### src/rtl/spi_pkg.sv
// Shared definitions for the SPI master and the existing SPI slave:
// command encodings, frame sizes and the master frame state enum.
`timescale 1ns/1ps
package spi_pkg;

    localparam logic [1:0] CMD_WR_ADDR = 2'b00;
    localparam logic [1:0] CMD_WR_DATA = 2'b01;
    localparam logic [1:0] CMD_RD_ADDR = 2'b10;
    localparam logic [1:0] CMD_RD_DATA = 2'b11;

    localparam int FRAME_TX_BITS = 10;
    localparam int FRAME_RX_BITS = 8;

    typedef enum logic [2:0] {
        IDLE   = 3'd0,
        SEL    = 3'd1,
        DECIDE = 3'd2,
        SHIFT  = 3'd3,
        TURN   = 3'd4,
        RECV   = 3'd5,
        GAP    = 3'd6
    } spi_state_t;

    function automatic int max2(input int a, input int b);
        return (a > b) ? a : b;
    endfunction

endpackage

### src/rtl/spi_shift_reg.sv
// Left-shifting register with parallel load; serial out is the MSB.
`timescale 1ns/1ps
module spi_shift_reg #(
    parameter int WIDTH = 8
) (
    input  logic             clk,
    input  logic             rst,
    input  logic             load,
    input  logic [WIDTH-1:0] load_data,
    input  logic             shift_en,
    input  logic             sin,
    output logic             sout,
    output logic [WIDTH-1:0] data
);

    always_ff @(posedge clk) begin
        if (rst) begin
            data <= '0;
        end else if (load) begin
            data <= load_data;
        end else if (shift_en) begin
            data <= {data[WIDTH-2:0], sin};
        end
    end

    assign sout = data[WIDTH-1];

endmodule

### src/rtl/spi_master.sv
// SPI initiator: turns one {cmd, wdata} request into an ss_n/MOSI frame and,
// for RD_DATA frames, collects the returned byte from MISO into rdata.
`timescale 1ns/1ps
module spi_master
    import spi_pkg::*;
#(
    parameter int TA_CYCLES  = 1,
    parameter int GAP_CYCLES = 1
) (
    input  logic       clk,
    input  logic       rst,
    input  logic       start,
    input  logic [1:0] cmd,
    input  logic [7:0] wdata,
    input  logic       MISO,
    output logic       ss_n,
    output logic       MOSI,
    output logic       busy,
    output logic       done,
    output logic [7:0] rdata,
    output logic [2:0] dbg_state
);

    localparam int WAIT_W = $clog2(max2(TA_CYCLES, GAP_CYCLES) + 1);
    localparam logic [WAIT_W-1:0] TA_LOAD  = WAIT_W'(TA_CYCLES - 1);
    localparam logic [WAIT_W-1:0] GAP_LOAD = WAIT_W'(GAP_CYCLES - 1);
    localparam logic [3:0] TX_LAST = 4'(FRAME_TX_BITS - 1);
    localparam logic [3:0] RX_LAST = 4'(FRAME_RX_BITS - 1);

    spi_state_t        state, state_nxt;
    logic [3:0]        bit_cnt, bit_cnt_nxt;
    logic [WAIT_W-1:0] wait_cnt, wait_cnt_nxt;
    logic              rd_frame;
    logic              accept;
    logic              tx_msb;
    logic [9:0]        tx_data;
    logic              rx_sout;
    logic [7:0]        rx_data;
    logic              unused_bits;

    // Handshake: start is taken only while busy=0 (IDLE); it is neither
    // queued nor remembered, and busy stays high until the last GAP cycle.
    assign accept = (state == IDLE) && start;

    spi_shift_reg #(.WIDTH(FRAME_TX_BITS)) u_tx (
        .clk       (clk),
        .rst       (rst),
        .load      (accept),
        .load_data ({cmd, wdata}),
        .shift_en  (state == SHIFT),
        .sin       (1'b0),
        .sout      (tx_msb),
        .data      (tx_data)
    );

    spi_shift_reg #(.WIDTH(FRAME_RX_BITS)) u_rx (
        .clk       (clk),
        .rst       (rst),
        .load      (1'b0),
        .load_data ('0),
        .shift_en  (state == RECV),
        .sin       (MISO),
        .sout      (rx_sout),
        .data      (rx_data)
    );

    assign unused_bits = ^{tx_data, rx_data[7], rx_sout};

    always_ff @(posedge clk) begin
        if (rst) begin
            state    <= IDLE;
            bit_cnt  <= '0;
            wait_cnt <= '0;
            rd_frame <= 1'b0;
            rdata    <= 8'h00;
        end else begin
            state    <= state_nxt;
            bit_cnt  <= bit_cnt_nxt;
            wait_cnt <= wait_cnt_nxt;
            if (accept) begin
                rd_frame <= (cmd == CMD_RD_DATA);
            end
            // The final MISO bit is folded in directly so rdata is whole on GAP entry.
            if (state == RECV && bit_cnt == 4'd0) begin
                rdata <= {rx_data[6:0], MISO};
            end
        end
    end

    always_comb begin
        state_nxt    = state;
        bit_cnt_nxt  = bit_cnt;
        wait_cnt_nxt = wait_cnt;
        ss_n         = 1'b1;
        MOSI         = 1'b0;
        done         = 1'b0;
        case (state)
            IDLE: begin
                if (start) state_nxt = SEL;
            end
            SEL: begin
                ss_n      = 1'b0;
                state_nxt = DECIDE;
            end
            DECIDE: begin
                ss_n        = 1'b0;
                MOSI        = tx_msb;
                state_nxt   = SHIFT;
                bit_cnt_nxt = TX_LAST;
            end
            SHIFT: begin
                ss_n = 1'b0;
                MOSI = tx_msb;
                if (bit_cnt == 4'd0) begin
                    state_nxt    = rd_frame ? TURN : GAP;
                    wait_cnt_nxt = rd_frame ? TA_LOAD : GAP_LOAD;
                end else begin
                    bit_cnt_nxt = bit_cnt - 4'd1;
                end
            end
            TURN: begin
                ss_n = 1'b0;
                if (wait_cnt == '0) begin
                    state_nxt   = RECV;
                    bit_cnt_nxt = RX_LAST;
                end else begin
                    wait_cnt_nxt = wait_cnt - WAIT_W'(1);
                end
            end
            RECV: begin
                ss_n = 1'b0;
                if (bit_cnt == 4'd0) begin
                    state_nxt    = GAP;
                    wait_cnt_nxt = GAP_LOAD;
                end else begin
                    bit_cnt_nxt = bit_cnt - 4'd1;
                end
            end
            GAP: begin
                if (wait_cnt == '0) begin
                    done      = 1'b1;
                    state_nxt = IDLE;
                end else begin
                    wait_cnt_nxt = wait_cnt - WAIT_W'(1);
                end
            end
            default: state_nxt = IDLE;
        endcase
    end

    assign busy      = (state != IDLE);
    assign dbg_state = state;

endmodule

### config.mk
export PLATFORM = sky130hd
export DESIGN_NAME = spi_master
export DESIGN_NICKNAME = d
export VERILOG_FILES = /design/src/rtl/spi_pkg.sv /design/src/rtl/spi_shift_reg.sv /design/src/rtl/spi_master.sv
export SDC_FILE = /design/constraint.sdc
export NUM_CORES = 1
export LEC_CHECK = 0
export ABC_CLOCK_PERIOD_IN_PS = 2700
export CORE_UTILIZATION = 48
export CTS_CLUSTER_SIZE = 8
export DETAILED_ROUTE_END_ITERATION = 16
export PLACE_DENSITY = 0.74
export RECOVER_POWER = 50
export SLEW_MARGIN = 20
export SYNTH_ARGS = -nofsm -noshare
export SYNTH_HDL_FRONTEND = slang
export SYNTH_SLANG_ARGS = --single-unit
### constraint.sdc
create_clock -name clk -period 2.7 [get_ports clk]
set_input_delay 0.54 -clock clk [delete_from_list [all_inputs] [get_ports clk]]
set_output_delay 0.54 -clock clk [all_outputs]
set_load 0.01 [all_outputs]
[After elaboration in Yosys (flattened, before gate mapping)]
Cells that the tools add are included.
Storage, ports and cells
  bits in registers: 34
  output and inout bits: 15
  logic and storage cells: 57
Operators by class
  add/sub/neg operators: 2
  eq/ne operators: 14
  multiplexer cells: 19
  reductions and logical operators: 15
Operators with widths (count)
  $pmux W3 S7: 1
  $mux W10: 2
  $mux W3: 5
  $ne A2 B2 Y1 const B: 6
  $pmux W4 S3: 1
  $eq A3 B3 Y1 const B: 3
  $mux W4: 2
  $eq A3 B2 Y1 const B: 2
  $mux W1: 6
  $reduce_bool A3 Y1: 2
  $reduce_or A2 Y1: 3
  $reduce_and A5 Y1: 1
  $reduce_or A5 Y1: 1
  $logic_not A4 Y1: 1
  $reduce_bool A2 Y1: 2
  $sub A4 B1 Y4 const B: 1
  $eq A3 B1 Y1 const B: 1
  $logic_not A3 Y1: 1
  $reduce_and A3 Y1: 1
  $eq A2 B2 Y1 const B: 1
  $logic_and A1 B1 Y1: 2
  $mux W2: 1
  $ne A2 B1 Y1 const B: 1
  $pmux W1 S2: 1
  other kinds (2): 2

[Logic depth before layout (Yosys ltp)]
Gate-level depths: netlist of run 1.
  depth after elaboration: 4
  mapped depth: 6

[By module]
Synthesis of run 1 repeated with hierarchy kept, for this count alone.
Unflattened totals
  cells, all modules: 176
  area, all modules: 1682.9 sq um
Modules (own cells, without submodules)
  spi_master: instances 1, cells each 95, area an instance 838.3 sq um, sequential area each 320.3 sq um
  spi_shift_reg (u_tx): instances 1, cells each 45, area an instance 467.9 sq um, sequential area each 200.2 sq um
  spi_shift_reg (u_rx): instances 1, cells each 36, area an instance 376.6 sq um, sequential area each 160.2 sq um

[Least setup slack after synthesis of run 1]
OpenSTA, ideal clock, no wires.
  path type: register -> output
  start point: reg state[1], in the netlist dbg_state[1]
  end point: out ss_n
  arrival time: 1133 ps
  path slack: 1027 ps
  cell stages (with the launch flop): 5
  cell sequence: dfxtp_1 -> buf_6 -> clkbuf_1 -> or3_1 -> nand2_1
On the way
  word-level cells in the longest chain between the ends: 3
  elaborated cells between the ends (all ways): 7
  those cells by class: eq/ne (5); mux (1); reduce/logical (1)
Ends and longest elaborated chain
  start: declaration: line spi_master.sv:30  | spi_state_t state, state_nxt;
  start signal: assignment: line spi_master.sv:77  | state <= state_nxt;
  $eq A3 B3 Y1, or another cell as far along: line spi_master.sv:97  | case (state)
  $reduce_or A5 Y1 (no line) (*)
  $mux W1 (*): line spi_master.sv:97
  end: declaration: line spi_master.sv:16  | output logic ss_n,
Every way passes the cells marked *; elsewhere a longest branch is shown, timed or not.

[Worst setup path in the final report of run 1]
  start point: reg state[2], in the netlist dbg_state[2]
  end point: out MOSI
On the way
  word-level cells in the longest chain between the ends: 3
  elaborated cells between the ends (all ways): 4
  those cells by class: eq/ne (2); mux (1); reduce/logical (1)
Ends and longest elaborated chain
  $eq A3 B2 Y1: line spi_master.sv:97
  $reduce_or A2 Y1 (no line) (*)
  $mux W1 (*): line spi_master.sv:97
  end: declaration: line spi_master.sv:17  | output logic MOSI,
Marks and branches as above.

==> reports/qor.yml, run 1 <==
cts:
  cts_hold_buf: 0
  htree_levels: 2
  cts_buffer_depth: 2
  cts_resized: 0
  cts-root-buf: "clkbuf_4"
  clock_sinks: 33
  cts_tree: "done"
  clk_latency_ns: 0.34
  path_clk_slew_ns: 0.10
  cts_inserted_buffers: 5
  post_cts_buffers: 0
yosys:
  synth_seq_cells: 33
  synthFlopType: "dfxtp_1"
  synthesis.nets: 201
  synth_cell_types: 42
  seq_area_frac_synth_pct: 41.0
  synth-edff-count: 0
  syn_inst: 185
  syn_avg_cell_area_um2: 8.71
  synthArstFlopShare_pct: 0
  synth_area_um2: 1610
  yosys_warnings: 0
timing:
  finalSetupViolCount: 0
  clock_skew_ns: 0.00275
  worstMarginPinSlew_ns: 0.633
  setup_slack_ns: 0.234
  hold_ws_ns: 0.467
  maxSlewViolCount: 0
  fmax_mhz: 406
  max_slew_margin_pct: 57.8
  grt_setup_unrepaired: "false"
  hold_violations: 0
  fin_crit_ns: 2.47
  totalNegativeSetupSlack_ns: 0
  fin_crit_sh_pct: 91.3
setup_path:
  cp_cell_sequence: "nor2b_1 > and2_1 > clkdlybuf4s50_1"
  critPathTopFamily: "simple AND/OR/NAND/NOR gates"
  cp_slowest_cell: "clkdlybuf4s50_1"
  critPathMaxFanout: 17
  critical_path_buf_inv_count: 1
  worstSetupPathType: "reg -> out"
  slowest_delay_ns: 0.53
  cp_data_arrival_time_ns: 1.93
  end_kind: "output port"
  required_ns: 2.16
  cp-start-kind: "register"
hold_path:
  hold_class: "reg -> reg"
finish:
  stdcell_count: 251
  layout-drive-gt1-share_pct: 7.73
  diodes: 0
  areaGrowthSynthToFinish_pct: 18.7
  fin_nets: 223
drt:
  vias_per_cell: 5.53
  ant_nets: 0
  avgRoutedWirePerCell_um: 13.3
  routed_wl_um: 3350
  vias: 1388
  drt-initial-drc-count: 80
  drtPass1Iterations: 4
  drc_errors: 0
pwr:
  p_total_mw: 1.19
  p_sw_share_pct: 32.8
  max-vdd-ir-drop_mv: 0.357
  p_leak_nw: 0.726
  internal_power_uw: 802
  power_switching_uw: 391
  clockPowerShare_pct: 23.8
  pwr-share-seq_pct: 47.9
  p_comb_share_pct: 28.3
  power.density_nw_per_um2: 623
floorplanning:
  ios: 29
  die_y_um: 59.9
  core_area_um2: 3130
  initial_utilization_pct: 51.5
  num_rows: 20
  die-area_um2: 3590
  fp.dieW_um: 59.9
place:
  gp_congestion: 0.802
  post-place-ws_ns: 0.617
  port_buffers: 28
  dpl.hpwl_um: 2350
  dp.cells: 244
run:
  maxCapViolCount: 0
global_route:
  antenna_found_initial: 0
  grt_pass1_wl_um: 5630
  grt_use_total_pct: 21.4
  overflow: 0
  grt_pass1_vias: 1275
  grt_max_degree: 20
outcome:
  outcome: "finished, final reports clean"
worst paths after layout:
| path | start | to | slack, ns | cells past startpoint |
|---|---|---|---|---|
| worst min register to register | rd_frame$_SDFFE_PP0P_ | rd_frame$_SDFFE_PP0P_ | 0.47 | 2 |
| worst max register to register | dbg_state[2]$_SDFFE_PP0P_ | u_tx.data[4]$_SDFFE_PP0P_ | 0.82 | 3 |
| worst max-delay path | dbg_state[2]$_SDFFE_PP0P_ | MOSI | 0.23 | 3 |
| worst min-delay path | rd_frame$_SDFFE_PP0P_ | rd_frame$_SDFFE_PP0P_ | 0.47 | 2 |
Yosys cell counts (all sizes together) (4+ instances only):
cell / n / share of area (%)
a211oi: 9 / 6.7
a21oi: 19 / 5.9
buf: 7 / 3.6
clkbuf: 10 / 2.3
dfxtp: 33 / 41
inv: 4 / 0.93
mux2i: 8 / 5.0
nand2: 21 / 4.9
nand3: 12 / 3.7
nor2: 13 / 3.0
o21ai: 12 / 3.7
final cells by class:
cell class              instances  area (um2)
clock buffers                   7        55.1
repair buffers                 32         310
fillers                       285        1210
well taps                      44        55.1
multi-input cells             131         817
flip-flops and latches         33         661
inverters                       4        15.0
tightest hold or removal path: stages (launching register included):
cell     delay, ns
dfxtp_1       0.32
nand2_1       0.05
a21oi_1       0.05
cells in the final DEF (no fill, tap or decap), types with 3 or more instances in the layout:
| cell type | netlist | layout |
|---|---|---|
| dfxtp_1 | 33 | 33 |
| clkdlybuf4s50_1 | 0 | 24 |
| nand2_1 | 21 | 21 |
| a21oi_1 | 19 | 19 |
| nor2_1 | 13 | 13 |
| nand3_1 | 12 | 12 |
| o21ai_0 | 12 | 12 |
| mux2i_1 | 8 | 8 |
| a211oi_1 | 1 | 5 |
| clkbuf_4 | 0 | 5 |
| inv_1 | 4 | 4 |
| a211oi_2 | 8 | 4 |
| dlygate4sd3_1 | 0 | 4 |
| buf_4 | 0 | 4 |
| nand3b_1 | 3 | 3 |
| nand2b_1 | 3 | 3 |
state kept, by name, summed over array words and instances (netlist names):
signal     cells
rdata          8
dbg_state      3
u_rx.data      7
rd_frame       1
bit_cnt        4
u_tx.data     10
metal layers:
layer | vias up | GRT usage (%) | wire length, um
met4 | 0 | 9.30 | 57
met5 | - | 0 | 0
li1 | 696 | - | -
met2 | 28 | 35.6 | 1700
met3 | 8 | 6.49 | 147
met1 | 656 | 25.4 | 1440
kinds of logic after synthesis:
group | Yosys count | synth area share, %
and+or+nand+nor | 70 | 23.5
DFF | 33 | 41.0
AOI/OAI and AO/OA | 50 | 21.6
adders and majority gates | 2 | 1.55
buffers and inverters | 21 | 6.83
muxes | 8 | 4.97
xor gates and xnor gates | 1 | 0.544
stage by stage:
| step | instance area [um2] | util, % |
|---|---|---|
| floorplan | 1610 | - |
| global placement | 1880 | 60.2 |
| finish | 1910 | 61.2 |
| CTS | 1940 | 61.9 |
| global route | 1910 | 61.2 |
| detailed placement | 1880 | 60.2 |
power groups by stage:
stage                     Clock, mW  Sequential, mW  Combinational (mW)
after floorplan                   0           0.561               0.276
after global placement            0           0.579               0.335
after detailed placement          0           0.581               0.349
after CTS                     0.293           0.570               0.351
after global routing          0.315           0.578               0.372
final                         0.284           0.571               0.338
(Power assumes the default switching activity.)
==> run 2: changes to the inputs <==
--- a/config.mk
+++ b/config.mk
@@ -6,6 +6,7 @@
 export NUM_CORES = 1
 export LEC_CHECK = 0
 export ABC_CLOCK_PERIOD_IN_PS = 2700
+export CORE_MARGIN = 5
 export CORE_UTILIZATION = 48
 export CTS_CLUSTER_SIZE = 8
 export DETAILED_ROUTE_END_ITERATION = 16
==> reports/qor.yml, run 2 (same netlist as run 1, synthesis figures left out) <==
outcome:
  outcome: "finished, final reports clean"  # unchanged
finish:
  fillers: 314  # was 285
  final_common_cell: "dfxtp_1"  # unchanged
  final_cell_mix: "dfxtp_1 (33), clkdlybuf4s50_1 (28), nand2_1 (21), a21oi_1 (19), nor2_1 (13)"  # was dfxtp_1 (33), clkdlybuf4s50_1 (24), nand2_1 (21), a21oi_1 (19), nor2_1 (13)
  reg_top3: "u_tx.data x10, rdata x8, u_rx.data x7"  # unchanged
  diodes: 0  # unchanged
  fin_nets: 224  # was 223
  largest_register: "u_tx.data"  # unchanged
  largest_reg_flops: 10  # unchanged
  post-route-util_pct: 59.2  # was 61.2%
  layout-drive-gt1-share_pct: 11.0  # was 7.73%
  stdcell_count: 255  # was 251
  fin_area_um2: 1940  # was 1910 um2
  areaGrowthSynthToFinish_pct: 20.6  # was 18.7%
global_route:
  grt_max_degree: 20  # unchanged
  gr-usage-met1_pct: 18.7  # was 25.4%
  antenna_found_initial: 0  # unchanged
  grt_pass1_vias: 1350  # was 1275
  top_usage_layer: "met2"  # unchanged
  overflow: 0  # unchanged
  grt_pass1_wl_um: 5760  # was 5630 um
  use_met2_pct: 27.9  # was 35.6%
  grt_use_total_pct: 16.4  # was 21.4%
  grt_util_met3_pct: 6.40  # was 6.49%
drt:
  drc_errors: 0  # unchanged
  drt-initial-drc-count: 65  # was 80
  ant_nets: 0  # unchanged
  vias_per_cell: 5.58  # was 5.53
  avgRoutedWirePerCell_um: 13.4  # was 13.3 um
  vias: 1423  # was 1388
  routed_wl_um: 3420  # was 3350 um
  drtPass1Iterations: 4  # unchanged
setup_path:
  worstSetupPathType: "reg -> out"  # unchanged
  cp_slowest_cell: "dfxtp_1"  # was clkdlybuf4s50_1
  critPathMaxFanout: 17  # unchanged
  cp_data_arrival_time_ns: 1.88  # was 1.93 ns
  critPathTopFamily: "flip-flops"  # was simple AND/OR/NAND/NOR gates
  end_kind: "output port"  # unchanged
  critical_path_buf_inv_count: 1  # unchanged
  required_ns: 2.16  # about the same
  cp-start-kind: "register"  # unchanged
  slowest_delay_ns: 0.67  # was 0.53 ns
  cp_cell_sequence: "nor2b_1 > and2_1 > clkdlybuf4s50_1"  # unchanged
timing:
  finalSetupViolCount: 0  # unchanged
  max_slew_margin_pct: 54.3  # was 57.8%
  grt_setup_unrepaired: "false"  # unchanged
  hold_ws_ns: 0.469  # was 0.467 ns
  clock_skew_ns: 0.00970  # was 0.00275 ns
  hold_violations: 0  # unchanged
  fmax_mhz: 413  # was 406 MHz
  totalNegativeSetupSlack_ns: 0  # unchanged
  fin_crit_ns: 2.42  # was 2.47 ns
  worstMarginPinSlew_ns: 0.686  # was 0.633 ns
  fin_crit_sh_pct: 89.6  # was 91.3%
  maxSlewViolCount: 0  # unchanged
cts:
  cts_hold_buf: 0  # unchanged
  post_cts_buffers: 0  # unchanged
  htree_levels: 2  # unchanged
  cts-root-buf: "clkbuf_4"  # unchanged
  cts_inserted_buffers: 5  # unchanged
  cts_resized: 0  # unchanged
  cts_buffer_depth: 2  # unchanged
  path_clk_slew_ns: 0.11  # was 0.10 ns
  clock_sinks: 33  # unchanged
  cts_tree: "done"  # unchanged
  clk_latency_ns: 0.33  # was 0.34 ns
floorplanning:
  fp.dieW_um: 67.9  # was 59.9 um
  num_rows: 21  # was 20
  initial_utilization_pct: 49.1  # was 51.5%
  core_area_um2: 3280  # was 3130 um2
  ios: 29  # unchanged
  die-area_um2: 4620  # was 3590 um2
  die_y_um: 67.9  # was 59.9 um
place:
  dp.cells: 247  # was 244
  dpl.hpwl_um: 2490  # was 2350 um
  port_buffers: 28  # unchanged
  gp_congestion: 0.788  # was 0.802
  place_area_um2: 1890  # was 1880 um2
pwr:
  power.density_nw_per_um2: 615  # was 623 nW/um2
  p_leak_nw: 0.724  # was 0.726 nW
  max-vdd-ir-drop_mv: 0.334  # was 0.357 mV
run:
  maxCapViolCount: 0  # unchanged
hold_path:
  hold_class: "reg -> reg"  # unchanged
==> run 2: cell types whose count changed in the layout (fill, tap and decap cells not counted), sizes merged <==
cell / previous run / this run
clkinv: 0 / 2
dlygate4sd3: 4 / 0
clkbuf: 7 / 6
clkinvlp: 0 / 1
clkdlybuf4s50: 24 / 28
==> run 2: worst paths after layout <==
kind | from | endpoint | slack (ns) | depth (start not counted)
max reg2reg | dbg_state[2]$_SDFFE_PP0P_ | u_tx.data[4]$_SDFFE_PP0P_ | 0.76 | 4
min reg2reg | u_rx.data[3]$_SDFFE_PP0P_ | u_rx.data[4]$_SDFFE_PP0P_ | 0.47 | 2
max | dbg_state[2]$_SDFFE_PP0P_ | MOSI | 0.28 | 3
min | u_rx.data[3]$_SDFFE_PP0P_ | u_rx.data[4]$_SDFFE_PP0P_ | 0.47 | 2
==> run 2: power breakdown <==
group / internal [mW] / switching (mW) / leakage [nW] / total (mW)
Sequential: 0.527 / 0.0330 / 0.269 / 0.560
Clock: 0.0980 / 0.169 / 0.0310 / 0.267
Combinational: 0.162 / 0.207 / 0.425 / 0.368
==> run 2: area by class of cell <==
| cell class | count | area [um2] | area share, % |
|---|---|---|---|
| Clock buffer | 5 | 37.5 | 1.93 |
| Clock inverter | 3 | 17.5 | 0.901 |
| Inverter | 4 | 15.0 | 0.773 |
| Multi-Input combinational cell | 131 | 841 | 43.3 |
| Sequential cell | 33 | 661 | 34.0 |
| Tap cell | 46 | 57.6 | 2.96 |
| Timing Repair Buffer | 33 | 314 | 16.2 |
==> run 2: worst min-delay path, cell delays in order, from the launching register on <==
cell     delay [ns]
dfxtp_1        0.34
nand2_1        0.06
a21oi_1        0.05
==> run 2: through the flow <==
step,worst slack (ns),power [mW]
2_1_floorplan,1.03,0.838
3_3_place_gp,0.685,0.924
3_5_place_dp,0.666,0.939
4_1_cts,0.284,1.21
5_1_grt,0.176,1.26
6_report,0.280,1.20
==> run 2: layer usage <==
metal / vias to the layer above / routed length [um]
li1: 703 / -
met5: - / 0
met3: 8 / 213
met2: 41 / 1630
met1: 671 / 1520
met4: 0 / 51
